File: src/rtl/skid_reg_param.sv
// skid_reg_param
// Two-entry valid/ready pipeline register (skid buffer). The producer side
// handshake (in_valid/in_ready) and the consumer side handshake
// (out_valid/out_ready) share no combinational path: every output is decoded
// from flops only. One transfer per cycle is sustained while out_ready is high.
//
// Ports:
//   clk        rising-edge clock
//   rst        asynchronous, active-high reset
//   flush      synchronous discard of all held entries
//   in_data    producer payload (WIDTH bits)
//   in_valid   producer offers in_data this cycle
//   in_ready   block can accept this cycle (decoded from state register)
//   out_data   payload presented to consumer (main register)
//   out_valid  out_data is valid (decoded from state register)
//   out_ready  consumer accepts this cycle
//   occupancy  number of entries held, 0..2
module skid_reg_param #(
  parameter int WIDTH = 32
) (
  input  logic             clk,
  input  logic             rst,
  input  logic             flush,
  input  logic [WIDTH-1:0] in_data,
  input  logic             in_valid,
  output logic             in_ready,
  output logic [WIDTH-1:0] out_data,
  output logic             out_valid,
  input  logic             out_ready,
  output logic [1:0]       occupancy
);

  // Encoding equals the number of held entries, so occupancy is the state.
  typedef enum logic [1:0] {
    EMPTY = 2'd0,
    BUSY  = 2'd1,
    FULL  = 2'd2
  } state_t;

  state_t           state;
  state_t           state_next;
  logic [WIDTH-1:0] main_q;
  logic [WIDTH-1:0] skid_q;

  logic in_fire;
  logic out_fire;
  logic load_main_in;
  logic load_main_skid;
  logic load_skid;

  // Handshake outputs depend on the state register only; out_ready never
  // reaches in_ready, which is what breaks the backward combinational path.
  assign in_ready  = (state != FULL);
  assign out_valid = (state != EMPTY);
  assign occupancy = state;
  assign out_data  = main_q;

  assign in_fire  = in_valid & in_ready;
  assign out_fire = out_valid & out_ready;

  // NOTE: every signal gets a default before the case so that no path leaves
  // it unassigned; otherwise synthesis infers a latch.
  always_comb begin
    state_next     = state;
    load_main_in   = 1'b0;
    load_main_skid = 1'b0;
    load_skid      = 1'b0;
    if (flush) begin
      // Anything accepted this cycle is dropped; the consumer's take stands.
      state_next = EMPTY;
    end else begin
      case (state)
        EMPTY: begin
          if (in_fire) begin
            load_main_in = 1'b1;
            state_next   = BUSY;
          end
        end
        BUSY: begin
          if (in_fire && out_fire) begin
            load_main_in = 1'b1;
          end else if (in_fire) begin
            load_skid  = 1'b1;
            state_next = FULL;
          end else if (out_fire) begin
            state_next = EMPTY;
          end
        end
        FULL: begin
          // in_ready is low here, so only the consumer can move things.
          if (out_fire) begin
            load_main_skid = 1'b1;
            state_next     = BUSY;
          end
        end
        default: state_next = EMPTY;
      endcase
    end
  end

  // NOTE: sequential state uses non-blocking assignments so every flop samples
  // the pre-edge values regardless of statement order.
  always_ff @(posedge clk or posedge rst) begin
    if (rst) begin
      state <= EMPTY;
    end else begin
      state <= state_next;
    end
  end

  // NOTE: the payload registers are reset because out_data must read 0 after
  // reset; a pure datapath register would normally be left without reset.
  always_ff @(posedge clk or posedge rst) begin
    if (rst) begin
      main_q <= '0;
      skid_q <= '0;
    end else begin
      if (load_main_in) begin
        main_q <= in_data;
      end else if (load_main_skid) begin
        main_q <= skid_q;
      end
      if (load_skid) begin
        skid_q <= in_data;
      end
    end
  end

endmodule

File: config.mk
export PLATFORM = sky130hd
export DESIGN_NAME = skid_reg_param
export DESIGN_NICKNAME = d
export VERILOG_FILES = /design/src/rtl/skid_reg_param.sv
export SDC_FILE = /design/constraint.sdc
export NUM_CORES = 1
export LEC_CHECK = 0
export CAP_MARGIN = 30
export CORE_ASPECT_RATIO = 1.75
export CORE_UTILIZATION = 49
export CTS_CLUSTER_DIAMETER = 60
export CTS_CLUSTER_SIZE = 24
export DETAILED_ROUTE_END_ITERATION = 10
export PLACE_DENSITY = 0.76
export SETUP_SLACK_MARGIN = 0.4
export SLEW_MARGIN = 40
export SYNTH_ARGS = -nofsm -noshare
export SYNTH_HDL_FRONTEND = slang
export SYNTH_SLANG_ARGS = --single-unit
File: constraint.sdc
create_clock -name clk -period 3 [get_ports clk]
set_input_delay 0.75 -clock clk [delete_from_list [all_inputs] [get_ports clk]]
set_output_delay 0.75 -clock clk [all_outputs]
set_load 0.01 [all_outputs]
==> flow_summary.html <==
<table>
<tr><th>Metric</th><th>Value</th></tr>
<tr><th colspan="2">Status</th></tr>
<tr><td>Outcome</td><td>completed</td></tr>
<tr><th colspan="2">Synth</th></tr>
<tr><td>Synthesized area divided by synthesized cell count</td><td>15.6 µm²</td></tr>
<tr><td>Syn nets</td><td>230</td></tr>
<tr><td>Largest area contributor in the netlist</td><td>sky130_fd_sc_hd__dfrtp_1</td></tr>
<tr><td>Synth top cells by count</td><td>sky130_fd_sc_hd__dfrtp_1 (66), sky130_fd_sc_hd__mux2_2 (60), sky130_fd_sc_hd__mux2_4 (26)</td></tr>
<tr><td>Number of different library cells in the post-synthesis netlist</td><td>22</td></tr>
<tr><td>XOR/XNOR Fraction of Synth Area</td><td>0%</td></tr>
<tr><td>Async SR Flop Fraction</td><td>100%</td></tr>
<tr><td>Count leader, synth</td><td>sky130_fd_sc_hd__dfrtp_1</td></tr>
<tr><td>Share of the synthesized area in compound gates (AO/OA/AOI/OAI)</td><td>1.16%</td></tr>
<tr><td>Mux cell area share after synthesis</td><td>38.6%</td></tr>
<tr><td>Ys flop type</td><td>sky130_fd_sc_hd__dfrtp_1</td></tr>
<tr><td>Combined area of all synthesized cells</td><td>3020 µm²</td></tr>
<tr><td>Share of Yosys cell area claimed by the top area cell type</td><td>54.7%</td></tr>
<tr><td>Register area share after synthesis</td><td>54.7%</td></tr>
<tr><td>Largest cells by area after synthesis</td><td>sky130_fd_sc_hd__dfrtp_1 (55%), sky130_fd_sc_hd__mux2_2 (22%), sky130_fd_sc_hd__mux2_4 (13%)</td></tr>
<tr><td>Dominant combinational cell family by area after synthesis</td><td>multiplexers</td></tr>
<tr><td>EDFF count, synth</td><td>0</td></tr>
<tr><td>Post-synthesis cell count</td><td>193</td></tr>
<tr><td>Simple-Gate Fraction of Synth Area</td><td>3.07%</td></tr>
<tr><td>Adder and majority gate portion of the synthesized area</td><td>0%</td></tr>
<tr><td>FF+latch count, synth</td><td>66</td></tr>
<tr><td>Syn. warnings</td><td>0</td></tr>
<tr><th colspan="2">Clock tree</th></tr>
<tr><td>Root buffer cell</td><td>sky130_fd_sc_hd__clkbuf_8</td></tr>
<tr><td>Number of buffers on the longest clock path</td><td>2</td></tr>
<tr><td>Clk_lat worst skew</td><td>0.33 ns</td></tr>
<tr><td>Clock transition at the registers of the reported paths</td><td>0.07 ns</td></tr>
<tr><td>Number of clock buffers inserted by TritonCTS</td><td>9</td></tr>
<tr><td>Post-CTS Setup Repair Bufs</td><td>0</td></tr>
<tr><td>Post-cts hold buffer count</td><td>0</td></tr>
<tr><td>Number of clock sinks</td><td>66</td></tr>
<tr><td>H-tree depth</td><td>3</td></tr>
<tr><td>Clock tree from TritonCTS</td><td>built</td></tr>
<tr><td>Gates resized, CTS repair</td><td>0</td></tr>
<tr><th colspan="2">Setup path</th></tr>
<tr><td>Combined buffer and inverter count along the critical path</td><td>2</td></tr>
<tr><td>Cell count along the critical path</td><td>6</td></tr>
<tr><td>Slowest cell on the critical path</td><td>sky130_fd_sc_hd__clkdlybuf4s50_1</td></tr>
<tr><td>Nature of the critical path startpoint</td><td>input pin</td></tr>
<tr><td>Critical path start-end classification</td><td>input pin to flop</td></tr>
<tr><td>Capturing instance or port of the critical path</td><td>out_data[12]</td></tr>
<tr><td>Worst flop-to-flop path endpoint</td><td>out_data[12]</td></tr>
<tr><td>CP peak stage delay</td><td>0.55 ns</td></tr>
<tr><td>Sort of element at the end of the critical path</td><td>flop</td></tr>
<tr><td>Worst reg-to-reg setup slack</td><td>1.20 ns</td></tr>
<tr><td>Crit-path leading delay family</td><td>buffers and inverters</td></tr>
<tr><td>Crit-path max FO</td><td>17</td></tr>
<tr><td>Register-to-Register Path Depth</td><td>5</td></tr>
<tr><td>Cell-by-cell listing of the critical path</td><td>clkdlybuf4s50_1 &gt; nor3b_4 &gt; nand2_4 &gt; buf_12 &gt; mux2_4 &gt; mux2_2</td></tr>
<tr><td>Critical Path AT</td><td>2.53 ns</td></tr>
<tr><td>Beginning of the critical path</td><td>in_valid</td></tr>
<tr><td>Required arrival time at the worst endpoint</td><td>3.21 ns</td></tr>
<tr><td>Beginning of the worst register-to-register path</td><td>occupancy[1]</td></tr>
<tr><th colspan="2">Timing</th></tr>
<tr><td>Worst slew slack as a fraction of its limit</td><td>57.1%</td></tr>
<tr><td>Total count of max-transition violations in the final report</td><td>0</td></tr>
<tr><td>Count of final setup violators</td><td>0</td></tr>
<tr><td>Final TNS setup</td><td>0 ns</td></tr>
<tr><td>Post-Route Skew</td><td>0.00728 ns</td></tr>
<tr><td>RSZ-0062 raised after global routing</td><td>no</td></tr>
<tr><td>Post-route minimum period</td><td>2.32 ns</td></tr>
<tr><td>Ratio of final minimum period to clock period</td><td>77.2%</td></tr>
<tr><td>Hold Fails Final Rpt</td><td>0</td></tr>
<tr><td>Actual slew at the worst max-slew pin</td><td>0.642 ns</td></tr>
<tr><td>Maximum operating frequency</td><td>0.432 GHz</td></tr>
<tr><td>Smallest hold slack</td><td>0.501 ns</td></tr>
<tr><th colspan="2">Global route</th></tr>
<tr><td>First-pass GRT wire length</td><td>9070 µm</td></tr>
<tr><td>Global-route layer with the greatest usage</td><td>met2</td></tr>
<tr><td>Largest net degree at the start of global routing</td><td>36</td></tr>
<tr><td>Met3 Resource Use GR</td><td>6.26%</td></tr>
<tr><td>Initial antenna violation count</td><td>0</td></tr>
<tr><td>Overall routing resource usage</td><td>19.5%</td></tr>
<tr><td>GR Layer Usage met2</td><td>30.2%</td></tr>
<tr><td>Overflow after GRT</td><td>0</td></tr>
<tr><td>Via count of the first global-routing pass</td><td>1875</td></tr>
<tr><td>Global-route track usage on met1</td><td>24.1%</td></tr>
<tr><th colspan="2">Die</th></tr>
<tr><td>Horizontal die dimension</td><td>61.3 µm</td></tr>
<tr><td>Vertical extent of the die</td><td>106 µm</td></tr>
<tr><td>Core area</td><td>5930 µm²</td></tr>
<tr><td>Number of rows in the core area</td><td>37</td></tr>
<tr><td>Die Area</td><td>6490 µm²</td></tr>
<tr><td>Number of ports placed on the die boundary</td><td>73</td></tr>
<tr><td>Initial Utilization</td><td>50.9%</td></tr>
<tr><th colspan="2">Cells and area</th></tr>
<tr><td>Final instance area</td><td>4050 µm²</td></tr>
<tr><td>Layout cells sized above 1</td><td>40.2%</td></tr>
<tr><td>Final #Nets</td><td>309</td></tr>
<tr><td>Layout-stage area growth over the synthesis result</td><td>34.2%</td></tr>
<tr><td>Number of fill cells in the layout</td><td>482</td></tr>
<tr><td>Count of inserted antenna diode cells</td><td>0</td></tr>
<tr><th colspan="2">Power and ir drop</th></tr>
<tr><td>Power density over the cells</td><td>748 nW/µm²</td></tr>
<tr><td>Peak VDD IR</td><td>0.000445 V</td></tr>
<tr><td>Power after layout</td><td>3.03 mW</td></tr>
<tr><td>Leak pwr</td><td>1.82 nW</td></tr>
<tr><th colspan="2">Route</th></tr>
<tr><td>Number of nets still failing antenna checks after routing</td><td>0</td></tr>
<tr><td>Count of routing violations after the opening detailed-route iteration</td><td>65</td></tr>
<tr><td>Total wirelength of the detailed-routed design</td><td>5450 µm</td></tr>
<tr><td>Wire per inst</td><td>15.4 µm</td></tr>
<tr><td>Via Count</td><td>1799</td></tr>
<tr><td>DRC</td><td>0</td></tr>
<tr><td>Router iterations before antenna repair</td><td>3</td></tr>
<tr><td>Via-to-Cell Ratio</td><td>5.08</td></tr>
<tr><th colspan="2">Worst hold path</th></tr>
<tr><td>Launch instance of the worst min-delay path</td><td>out_data[26]</td></tr>
<tr><td>Kind of path behind the tightest hold check</td><td>flop to flop</td></tr>
<tr><th colspan="2">Placement</th></tr>
<tr><td>Final weighted congestion in routability-driven placement</td><td>0.714</td></tr>
<tr><td>Detailed Place HPWL</td><td>3770 µm</td></tr>
<tr><td>Buffers added on ports</td><td>72</td></tr>
<tr><td>Placement-stage cell area</td><td>3860 µm²</td></tr>
<tr><th colspan="2">Job</th></tr>
<tr><td>Total of max-cap violations</td><td>0</td></tr>
</table>
[flip-flops by register name (all words and copies together), names as in the netlist]
name	count
skid_q	32
out_data	32
occupancy	2
[metal layers]
layer | vias to the layer above | wire length, µm
li1 | 841 | -
met1 | 902 | 2260
met2 | 48 | 2840
met3 | 8 | 241
met4 | 0 | 108
met5 | - | 0
[where the power goes]
part,total (mW),internal [mW],leakage (nW),switching (mW)
logic,0.997,0.684,0.919,0.313
registers,1.33,1.18,0.807,0.147
clock network,0.705,0.400,0.0962,0.305
total,3.03,2.26,1.82,0.765
[stage by stage]
stage	setup WS [ns]	utilization, %	std cells
2_1_floorplan	0.595	-	193
3_3_place_gp	0.355	65.2	339
3_5_place_dp	0.335	65.2	339
4_1_cts	0.670	68.3	354
5_1_grt	0.606	68.4	354
6_report	0.685	68.4	354
[final cells by class]
type / count / area, µm² / share of cell area (%)
multi-input combinational: 115 / 1310 / 32.2
tap: 78 / 97.6 / 2.41
clock buffer: 12 / 145 / 3.58
clock inverter: 3 / 40.0 / 0.988
timing repair buffer: 78 / 803 / 19.8
inverter: 2 / 8.76 / 0.216
sequential: 66 / 1650 / 40.8
[cells by family after synthesis]
logic type / count (synthesis)
multiplexers: 95
flip-flops: 66
AO/OA/AOI/OAI: 6
buffers and inverters: 12
AND/OR/NAND/NOR: 14
[worst min path at each step]
stage              endpoint  slack [ns]  cells past startpoint
4_1_cts           skid_q[0]        0.50                      1
3_5_place_dp     skid_q[28]        0.49                      1
2_1_floorplan    skid_q[28]        0.46                      1
3_3_place_gp     skid_q[28]        0.47                      1
6_report       out_data[26]        0.50                      1
5_1_grt          skid_q[11]        0.51                      1
[cell usage in the layout (no fill, tap or decap)]
cell type / n
sky130_fd_sc_hd__mux2_2: 60
sky130_fd_sc_hd__bufinv_16: 1
sky130_fd_sc_hd__buf_12: 3
sky130_fd_sc_hd__or2_2: 1
sky130_fd_sc_hd__nand2_1: 1
sky130_fd_sc_hd__and3_1: 1
sky130_fd_sc_hd__mux2i_1: 3
sky130_fd_sc_hd__mux2_4: 26
sky130_fd_sc_hd__a211oi_1: 1
sky130_fd_sc_hd__o21bai_4: 1
sky130_fd_sc_hd__mux2_1: 6
sky130_fd_sc_hd__nand2b_1: 2
sky130_fd_sc_hd__nand3_1: 1
sky130_fd_sc_hd__nand2b_2: 1
sky130_fd_sc_hd__clkbuf_8: 10
sky130_fd_sc_hd__dfrtp_1: 66
sky130_fd_sc_hd__nor2_1: 4
sky130_fd_sc_hd__inv_1: 1
sky130_fd_sc_hd__nor3b_1: 1
sky130_fd_sc_hd__clkinv_2: 3
sky130_fd_sc_hd__clkdlybuf4s50_1: 72
sky130_fd_sc_hd__clkbuf_1: 2
sky130_fd_sc_hd__nor3b_4: 1
sky130_fd_sc_hd__o21ai_0: 1
sky130_fd_sc_hd__nand2_4: 1
sky130_fd_sc_hd__buf_4: 3
sky130_fd_sc_hd__a21oi_1: 3
[worst reg2reg max path: stages, from the launching register on]
cell and delay (ns):
sky130_fd_sc_hd__dfrtp_1 0.46, sky130_fd_sc_hd__nor3b_4 0.29, sky130_fd_sc_hd__nand2_4 0.16, sky130_fd_sc_hd__buf_12 0.21
sky130_fd_sc_hd__mux2_4 0.31, sky130_fd_sc_hd__mux2_2 0.27
Power figures use the tool's default switching activity.
